==> config.mk <==
export PLATFORM = sky130hd
export DESIGN_NAME = tt_tx_scheduler
export DESIGN_NICKNAME = d
export VERILOG_FILES = /design/src/rtl/tt_sched_pkg.sv /design/src/rtl/tt_prio_arbiter.sv /design/src/rtl/tt_tx_scheduler.sv
export SDC_FILE = /design/constraint.sdc
export NUM_CORES = 2
export LEC_CHECK = 0
export BUFFER_PORTS_ARGS = -buffer_cell sky130_fd_sc_hd__buf_4
export CORE_UTILIZATION = 65
export DETAILED_ROUTE_END_ITERATION = 8
export GPL_ROUTABILITY_DRIVEN = 0
export MAX_ROUTING_LAYER = met4
export PLACE_DENSITY_LB_ADDON = 0.25
export SETUP_SLACK_MARGIN = 0.4
export SYNTH_ARGS = -nofsm -noshare
export SYNTH_HDL_FRONTEND = slang
export SYNTH_SLANG_ARGS = --single-unit
==> constraint.sdc <==
create_clock -name clk -period 6.98 [get_ports clk]
set_clock_uncertainty 0.2 [all_clocks]
set_input_delay 0.698 -clock clk [delete_from_list [all_inputs] [get_ports clk]]
set_output_delay 0.698 -clock clk [all_outputs]
set_load 0.02 [all_outputs]
==> src/rtl/tt_sched_pkg.sv <==
// tt_sched_pkg: shared FSM states, slot record and default sizes for the TX scheduler
package tt_sched_pkg;
    localparam int DEF_NUM_SLOTS         = 8;
    localparam int DEF_GTB_WIDTH         = 64;
    localparam int DEF_INIT_PULSE_CYCLES = 6;
    localparam int DEF_LEN_WIDTH         = 32;

    typedef enum logic [1:0] {ST_IDLE, ST_INIT, ST_WAIT} state_e;

    // One schedule table entry; widths follow the default time base and length sizes
    typedef struct packed {
        logic [31:0]              period;
        logic [DEF_GTB_WIDTH-1:0] next_rel;
        logic [7:0]               port_id;
        logic [DEF_LEN_WIDTH-1:0] msg_len;
    } slot_t;
endpackage

==> src/rtl/tt_prio_arbiter.sv <==
// tt_prio_arbiter: picks the lowest-index set request, one-hot and encoded
module tt_prio_arbiter #(
    parameter int N = 8
) (
    input  logic [N-1:0]         req,
    output logic [N-1:0]         gnt,
    output logic [$clog2(N)-1:0] idx,
    output logic                 any
);
    localparam int IW = $clog2(N);

    // Scan from the top so the lowest set index is the one left standing
    always_comb begin
        gnt = '0;
        idx = '0;
        for (int i = N - 1; i >= 0; i--) begin
            if (req[i]) begin
                gnt    = '0;
                gnt[i] = 1'b1;
                idx    = IW'(i);
            end
        end
        any = |req;
    end
endmodule

==> src/rtl/tt_tx_scheduler.sv <==
// tt_tx_scheduler: releases table slots on the global time base and serves them one at a time
module tt_tx_scheduler
    import tt_sched_pkg::*;
#(
    parameter int NUM_SLOTS         = DEF_NUM_SLOTS,
    parameter int GTB_WIDTH         = DEF_GTB_WIDTH,
    parameter int INIT_PULSE_CYCLES = DEF_INIT_PULSE_CYCLES,
    parameter int LEN_WIDTH         = DEF_LEN_WIDTH
) (
    input  logic                         clk,
    input  logic                         rst,
    input  logic [GTB_WIDTH-1:0]         GTB,
    input  logic                         sched_en,
    input  logic                         cfg_we,
    input  logic [$clog2(NUM_SLOTS)-1:0] cfg_idx,
    input  logic [31:0]                  cfg_period,
    input  logic [GTB_WIDTH-1:0]         cfg_phase,
    input  logic [7:0]                   cfg_port_id,
    input  logic [LEN_WIDTH-1:0]         cfg_msg_len,
    output logic                         INIT_AXI_TXN,
    output logic [7:0]                   PORT_ID_WR,
    output logic [LEN_WIDTH-1:0]         MSG_LENGTH_WR,
    input  logic                         txn_done,
    output logic                         busy,
    output logic [$clog2(NUM_SLOTS)-1:0] active_slot,
    output logic [NUM_SLOTS-1:0]         overrun,
    input  logic                         overrun_clr
);
    localparam int IW = $clog2(NUM_SLOTS);
    localparam int CW = $clog2(INIT_PULSE_CYCLES + 1);

    slot_t                slot_q [NUM_SLOTS];
    slot_t                slot_d [NUM_SLOTS];
    logic [NUM_SLOTS-1:0] pending_q, pending_d, overrun_q, overrun_d;
    logic [NUM_SLOTS-1:0] rel, gnt, arb_gnt;
    logic [IW-1:0]        arb_idx;
    logic                 arb_any;
    state_e               state_q, state_d;
    logic [CW-1:0]        cnt_q, cnt_d;
    logic                 done_lat_q, done_lat_d, init_q, init_d;
    logic [7:0]           port_q, port_d;
    logic [LEN_WIDTH-1:0] len_q, len_d;
    logic [IW-1:0]        act_q, act_d;

    tt_prio_arbiter #(.N(NUM_SLOTS)) u_arb (
        .req(pending_q),
        .gnt(arb_gnt),
        .idx(arb_idx),
        .any(arb_any)
    );

    // Table writes, release compare, pending set/clear and sticky overrun per slot
    always_comb begin
        gnt       = (state_q == ST_IDLE) ? arb_gnt : '0;
        rel       = '0;
        pending_d = pending_q;
        overrun_d = overrun_q;
        for (int i = 0; i < NUM_SLOTS; i++) begin
            slot_d[i]    = slot_q[i];
            rel[i]       = sched_en && slot_q[i].period != '0 && GTB >= slot_q[i].next_rel;
            pending_d[i] = rel[i] | (pending_q[i] & ~gnt[i]);
            overrun_d[i] = (rel[i] & pending_q[i] & ~gnt[i]) | (overrun_q[i] & ~overrun_clr);
            if (rel[i])
                slot_d[i].next_rel = slot_q[i].next_rel + DEF_GTB_WIDTH'(slot_q[i].period);
            if (cfg_we && cfg_idx == IW'(i)) begin
                slot_d[i]    = '{period: cfg_period, next_rel: cfg_phase,
                                 port_id: cfg_port_id, msg_len: cfg_msg_len};
                pending_d[i] = 1'b0;
                overrun_d[i] = 1'b0;
            end
        end
    end

    // Serve one slot: grant in IDLE, fixed-length start pulse in INIT, wait for completion
    always_comb begin
        state_d    = state_q;
        cnt_d      = cnt_q;
        done_lat_d = done_lat_q;
        init_d     = init_q;
        port_d     = port_q;
        len_d      = len_q;
        act_d      = act_q;
        case (state_q)
            ST_IDLE: if (arb_any) begin
                state_d    = ST_INIT;
                init_d     = 1'b1;
                cnt_d      = '0;
                done_lat_d = 1'b0;
                port_d     = slot_q[arb_idx].port_id;
                len_d      = slot_q[arb_idx].msg_len;
                act_d      = arb_idx;
            end
            ST_INIT: begin
                done_lat_d = done_lat_q | txn_done;
                cnt_d      = cnt_q + CW'(1);
                if (cnt_q == CW'(INIT_PULSE_CYCLES - 1)) begin
                    state_d = ST_WAIT;
                    init_d  = 1'b0;
                end
            end
            ST_WAIT: state_d = (done_lat_q || txn_done) ? ST_IDLE : ST_WAIT;
            default: state_d = ST_IDLE;
        endcase
    end

    // All state registers; reset aborts any transfer and empties the table
    always_ff @(posedge clk) begin
        if (rst) begin
            state_q    <= ST_IDLE;
            cnt_q      <= '0;
            done_lat_q <= 1'b0;
            init_q     <= 1'b0;
            port_q     <= '0;
            len_q      <= '0;
            act_q      <= '0;
            pending_q  <= '0;
            overrun_q  <= '0;
            for (int i = 0; i < NUM_SLOTS; i++) slot_q[i] <= '0;
        end else begin
            state_q    <= state_d;
            cnt_q      <= cnt_d;
            done_lat_q <= done_lat_d;
            init_q     <= init_d;
            port_q     <= port_d;
            len_q      <= len_d;
            act_q      <= act_d;
            pending_q  <= pending_d;
            overrun_q  <= overrun_d;
            for (int i = 0; i < NUM_SLOTS; i++) slot_q[i] <= slot_d[i];
        end
    end

    assign INIT_AXI_TXN  = init_q;
    assign PORT_ID_WR    = port_q;
    assign MSG_LENGTH_WR = len_q;
    assign busy          = state_q != ST_IDLE;
    assign active_slot   = act_q;
    assign overrun       = overrun_q;
endmodule

; Word level (Yosys, flattened, before mapping)
; Memories as Yosys holds them, arrays and structs flattened. A register that Yosys moved wholly into a read port is not among the register bits.
; Index checks and enable logic that the tools add are counted.
[word_totals]
ff_bits = 26
ram_bits = 1088
input_bits = 209
output_inout_bits = 53
word_cells = 222
memories = 1
[classes]
add_sub_neg = 9
magnitude_cmp = 8
n_eq_ne = 12
n_mux = 55
bitwise = 66
reduce_logical = 50
[mem_list]
columns = memory, depth, word_bits, read_ports, rd_ports_with_merged_regs, wr, line_no
row1 = slot_q, 8, 136, 9, 1, 8, tt_tx_scheduler.sv:32  ; slot_t slot_q [NUM_SLOTS];
[ops]
columns = op, n
row1 = 2-to-1 mux 136 bit, 16
row2 = adder 64 x 32 -> 64 bit, 8
row3 = greater-or-equal comparator 64 bit, 8
row4 = 2-to-1 mux 64 bit, 8
row5 = nonzero test 32 bit, 8
row6 = 2-to-1 mux 8 bit, 9
row7 = bitwise AND 1 bit, 32
row8 = 2-to-1 mux 3 bit, 9
row9 = bitwise OR 1 bit, 25
row10 = logical AND 1 bit, 24
row11 = OR reduction 2 bit, 8
row12 = equality test 3 bit (second input constant), 5
row13 = inverter 1 bit, 9
row14 = OR reduction 8 bit, 1
row15 = equality test 3 x 2 -> 1 bit (second input constant), 2
row16 = 2-to-1 mux 1 bit, 6
row17 = 2-to-1 mux 2 bit, 3
row18 = case mux 2 bit (3 select lines), 1
row19 = case mux 3 bit (2 select lines), 1
row20 = AND reduction 2 bit, 3
row21 = != test 2 bit (second input constant), 2
row22 = case mux 1 bit (2 select lines), 2
row23 = nonzero test 2 bit, 2
row24 = adder 3 x 1 -> 3 bit (second input constant), 1
row25 = 7 further kinds, 7

; Longest topological paths before layout
[logic_depth]
word_depth = 12
mapped_depth = 15
depth_no_buf = 13

; Modules after synthesis
; A second synthesis with hierarchy kept.
[hier_totals]
hier_cells = 9735
area_unflattened_um2 = 75344.8
[by_module_without_submodules]
columns = mod, n_inst, cells_each, area_per_inst_um2, seq_area_each_um2
row1 = tt_tx_scheduler, 1, 9711, 75200.9, 23102.2
row2 = tt_prio_arbiter, 1, 24, 143.9, 0.0

; Worst setup path before layout
; Ideal clock, no wire load.
[synth_timing]
path_type = in2reg
start = input port GTB[0]
end = memory slot_q[2][97] (netlist name)
setup_ns = 0.086
arrival_time_ns = 3.443
t_required_ns = 6.694
path_slack_ns = 3.252
path_stages = 13
n_path_buf = 1
path_cell_list = inv_1 -> ha_1 -> nand2b_1 -> a2111oi_0 -> or4b_1 -> a41oi_1 -> o311ai_1 -> a311oi_4 -> nand4_2 -> buf_2 -> nor3_1 -> xnor2_1 -> a211oi_1
[synth_lines]
columns = item, line_no
row1 = "start, declared", tt_tx_scheduler.sv:12  ; input logic [GTB_WIDTH-1:0] GTB,
row2 = "end, declared", tt_tx_scheduler.sv:32

==> results by group <==
Outcome
  • Outcome: finished, final reports clean

Hold path
  • Worst min path class: input pin to flip-flop
  • Hold Path Stages: 3
  • WHS Endpoint: slot_q[5][104]$_SDFFE_PP0P_
  • Hold_sp: cfg_period[0]

Clocking
  • Clock-pin slew on the worst setup and hold paths: 0.06 ns
  • Clock tree sinks: 1154
  • CTS resizes: 0
  • Clk_lat worst skew: 0.81 ns
  • Num CTS Buffers: 131
  • Clock buffer depth: 3
  • CTS H-tree depth: 4
  • Cts hold-fix bufs: 41
  • Setup bufs post-CTS: 0
  • CTS root buf: clkbuf_16
  • CTS tree: built

Detailed routing
  • DRT iter0 DRCs: 8951
  • WL per Instance: 23.9 µm
  • Vias: 76385
  • DRC violations left: 0
  • Final wirelength: 270000 µm
  • Post-DR vias/cell: 6.75
  • Drt pass-1 iters: 9
  • Post-route ant nets: 0

Floorplanning
  • Site row count: 124
  • Die height: 344 µm
  • Initial core utilization: 65.9%
  • Core Box Area: 0.115 mm²
  • Die footprint: 0.118 mm²
  • I/O pin count: 262
  • Die extent in x: 344 µm

Setup path
  • Cell Chain, Critical Path: ha_1 > a211oi_1 > o211ai_1 > a221oi_1 > o21ai_0 > nor4b_1 > nor3_1 > buf_4 > o211ai_1 > o21ai_0 > a311oi_1
  • Worst-path fanout max: 14
  • Reg2reg path depth: 11
  • CP peak stage delay: 1.12 ns
  • Critical R2R Capture: slot_q[3][103]$_SDFFE_PP0P_
  • Slowest-stage cell, CP: o211ai_1
  • Worst r2r src: slot_q[3][118]$_SDFFE_PP0P_
  • Worst EP required: 7.47 ns
  • Critical path endpoint category: flip-flop
  • Startpoint types: flip-flop
  • Worst setup path start: slot_q[3][118]$_SDFFE_PP0P_
  • Worst Setup Path Type: flip-flop to flip-flop
  • Critical path arrival: 5.64 ns
  • Worst R2R Setup Slack: 1.83 ns

STA
  • Max frequency: 0.194 GHz
  • Final hold vios: 0
  • Fin crit period: 5.15 ns
  • Slew headroom: 4.69%
  • # setup viols final: 0
  • RSZ-0062 raised after global routing: no
  • Fin Setup TNS: 0 ns
  • Worst-Margin Slew: 1.42 ns
  • Worst hold margin: 0.0449 ns
  • Final WS setup: 1.83 ns
  • Pins Over Slew Limit: 0
  • Tcrit/Tclk final: 73.8%

Synthesis
  • Mapped Avg Cell Area: 7.70 µm²
  • EDFF count, synth: 0
  • Post-synth cell types: 92
  • Ys async rst share: 0%
  • Seq/Total Area, Yosys: 30.5%
  • Ys flop type: dfxtp_1
  • Mapped Area: 0.0758 mm²
  • Top cell type's share of synthesized area: 30.5%
  • Synth Warn #: 0
  • Syn Nets: 10828
  • Yosys reg bits: 1154
  • Area contributors post-synth: dfxtp_1 (30%), ha_1 (13%), nand2_1 (8.3%)
  • Cell count after synthesis: 9841
  • Largest area contributor in the netlist: dfxtp_1

Pwr
  • PwrDens: 210 mW/mm²
  • Leakage power: 31.7 nW
  • Pint: 12.0 mW
  • Combinational share of power: 18.2%
  • Peak supply drop: 0.292 mV
  • Part of the power in registers: 40.6%
  • Power share of the clock group: 41.2%
  • Sw Ratio: 31.0%
  • Psw: 5.38 mW

Global route
  • First-pass GRT wire length: 412000 µm
  • Largest net degree at the start of global routing: 196
  • Total track usage: 46.1%
  • Remaining global-route overflow: 0
  • Number of global-route vias before repair: 72464
  • Initial antenna violation count: 17

Final layout
  • Most frequent cells in the layout: nand2_1 (1666), dfxtp_1 (1154), a21oi_1 (1146)
  • Share of cells above drive strength 1: 7.22%
  • Finished Core Util: 71.8%
  • Most common cell after layout, fill and taps aside: nand2_1
  • Fin nets: 10664
  • Area growth syn-to-layout: 8.88%

Place
  • Port bufs: 261
  • Post-DP HPWL: 190000 µm
  • Pre-CTS WS: 1.53 ns

Job
  • MaxCap Viol Count: 0
## power by group through the flow
stage,registers [mW],logic [mW],clock network [mW]
after floorplan,7.12,2.03,0
after global placement,7.16,2.91,0
after detailed placement,7.17,3.02,0
after CTS,7.03,3.06,7.12
after global routing,7.06,3.38,7.40
final,7.04,3.16,7.14
## per-stage QoR
| stage | instances | area (µm²) | total power [mW] |
|---|---|---|---|
| after detailed placement | 11015 | 77700 | 10.2 |
| final | 11309 | 82500 | 17.4 |
| after floorplan | 9841 | 75800 | 9.15 |
| after global routing | 11307 | 82500 | 17.8 |
| after CTS | 11289 | 82500 | 17.2 |
| after global placement | 11015 | 77700 | 10.1 |
## registers in the layout (all words and copies together), names as in the netlist
register and flops:
INIT_AXI_TXN 1, MSG_LENGTH_WR 32, PORT_ID_WR 8, active_slot 3, cnt_q 3, done_lat_q 1, overrun 8, pending_q 8
slot_q 1088, state_q 2
## worst max-delay path, delay by kind of cell, from the launching register on
family          cells  cell delay, ns
simple gates        2            0.99
compound gates      7            2.79
buf+inv             1            0.23
fa+ha+maj           1            0.38
flops               1            0.44
## worst max-delay path by stage
stage,endpoint,slack [ns],cells past startpoint
2_1_floorplan,slot_q[2][97]$_SDFFE_PP0P_,3.25,13
3_3_place_gp,slot_q[1][77]$_SDFFE_PP0P_,1.67,12
3_5_place_dp,slot_q[1][77]$_SDFFE_PP0P_,1.53,12
4_1_cts,slot_q[1][77]$_SDFFE_PP0P_,2.03,12
5_1_grt,slot_q[3][103]$_SDFFE_PP0P_,1.63,11
6_report,slot_q[3][103]$_SDFFE_PP0P_,1.83,11
## cell families (layout without fill, tap and decap cells)
group	after synthesis	count (layout)	synth area share, %
DFF	1154	1154	30.5
AOI/OAI and AO/OA	2657	2657	22.0
adders and majority gates	778	778	12.9
buffers and inverters	1242	1178	6.54
xor gates and xnor gates	388	388	4.48
and+or+nand+nor	3486	3486	20.5
other	0	20	0
muxes	136	136	3.12
## final cells by class
| type | instances | area [µm²] |
|---|---|---|
| tap | 1512 | 1890 |
| multi-input combinational | 7445 | 48000 |
| sequential | 1154 | 23100 |
| timing repair buffer | 367 | 2940 |
| antenna | 20 | 50.0 |
| fill | 8983 | 32400 |
| clock inverter | 47 | 578 |
| clock buffer | 186 | 3810 |
| inverter | 578 | 2170 |
## per-layer routing
metal | vias up | GRT usage, % | wire [µm]
li1 | 34587 | - | -
met1 | 35243 | 50.9 | 95100
met2 | 4860 | 67.6 | 115000
met3 | 1695 | 11.5 | 29700
met4 | 0 | 43.9 | 30600
met5 | - | - | 0
## synthesized netlist by cell type (all sizes together) (13+ instances only)
cell     number
a2111oi      16
a211oi      350
a21o        304
a21oi      1151
a221oi       18
a22oi        45
a311oi      111
a31o         17
a31oi        49
and2         29
and3         65
and4         34
buf         178
clkbuf      486
dfxtp      1154
ha          770
inv         577
mux2i        55
mux4         80
nand2      1673
nand2b       46
nand3       149
nand4       185
nor2        759
nor2b        48
nor3        175
nor4        200
nor4b        13
o2111ai      18
o211ai       43
o21a         28
o21ai       322
o21bai       32
o31ai        41
or2          21
or3          52
or4          13
xnor2       292
xor2         96
Note: power is estimated with default switching activity, not from simulation.
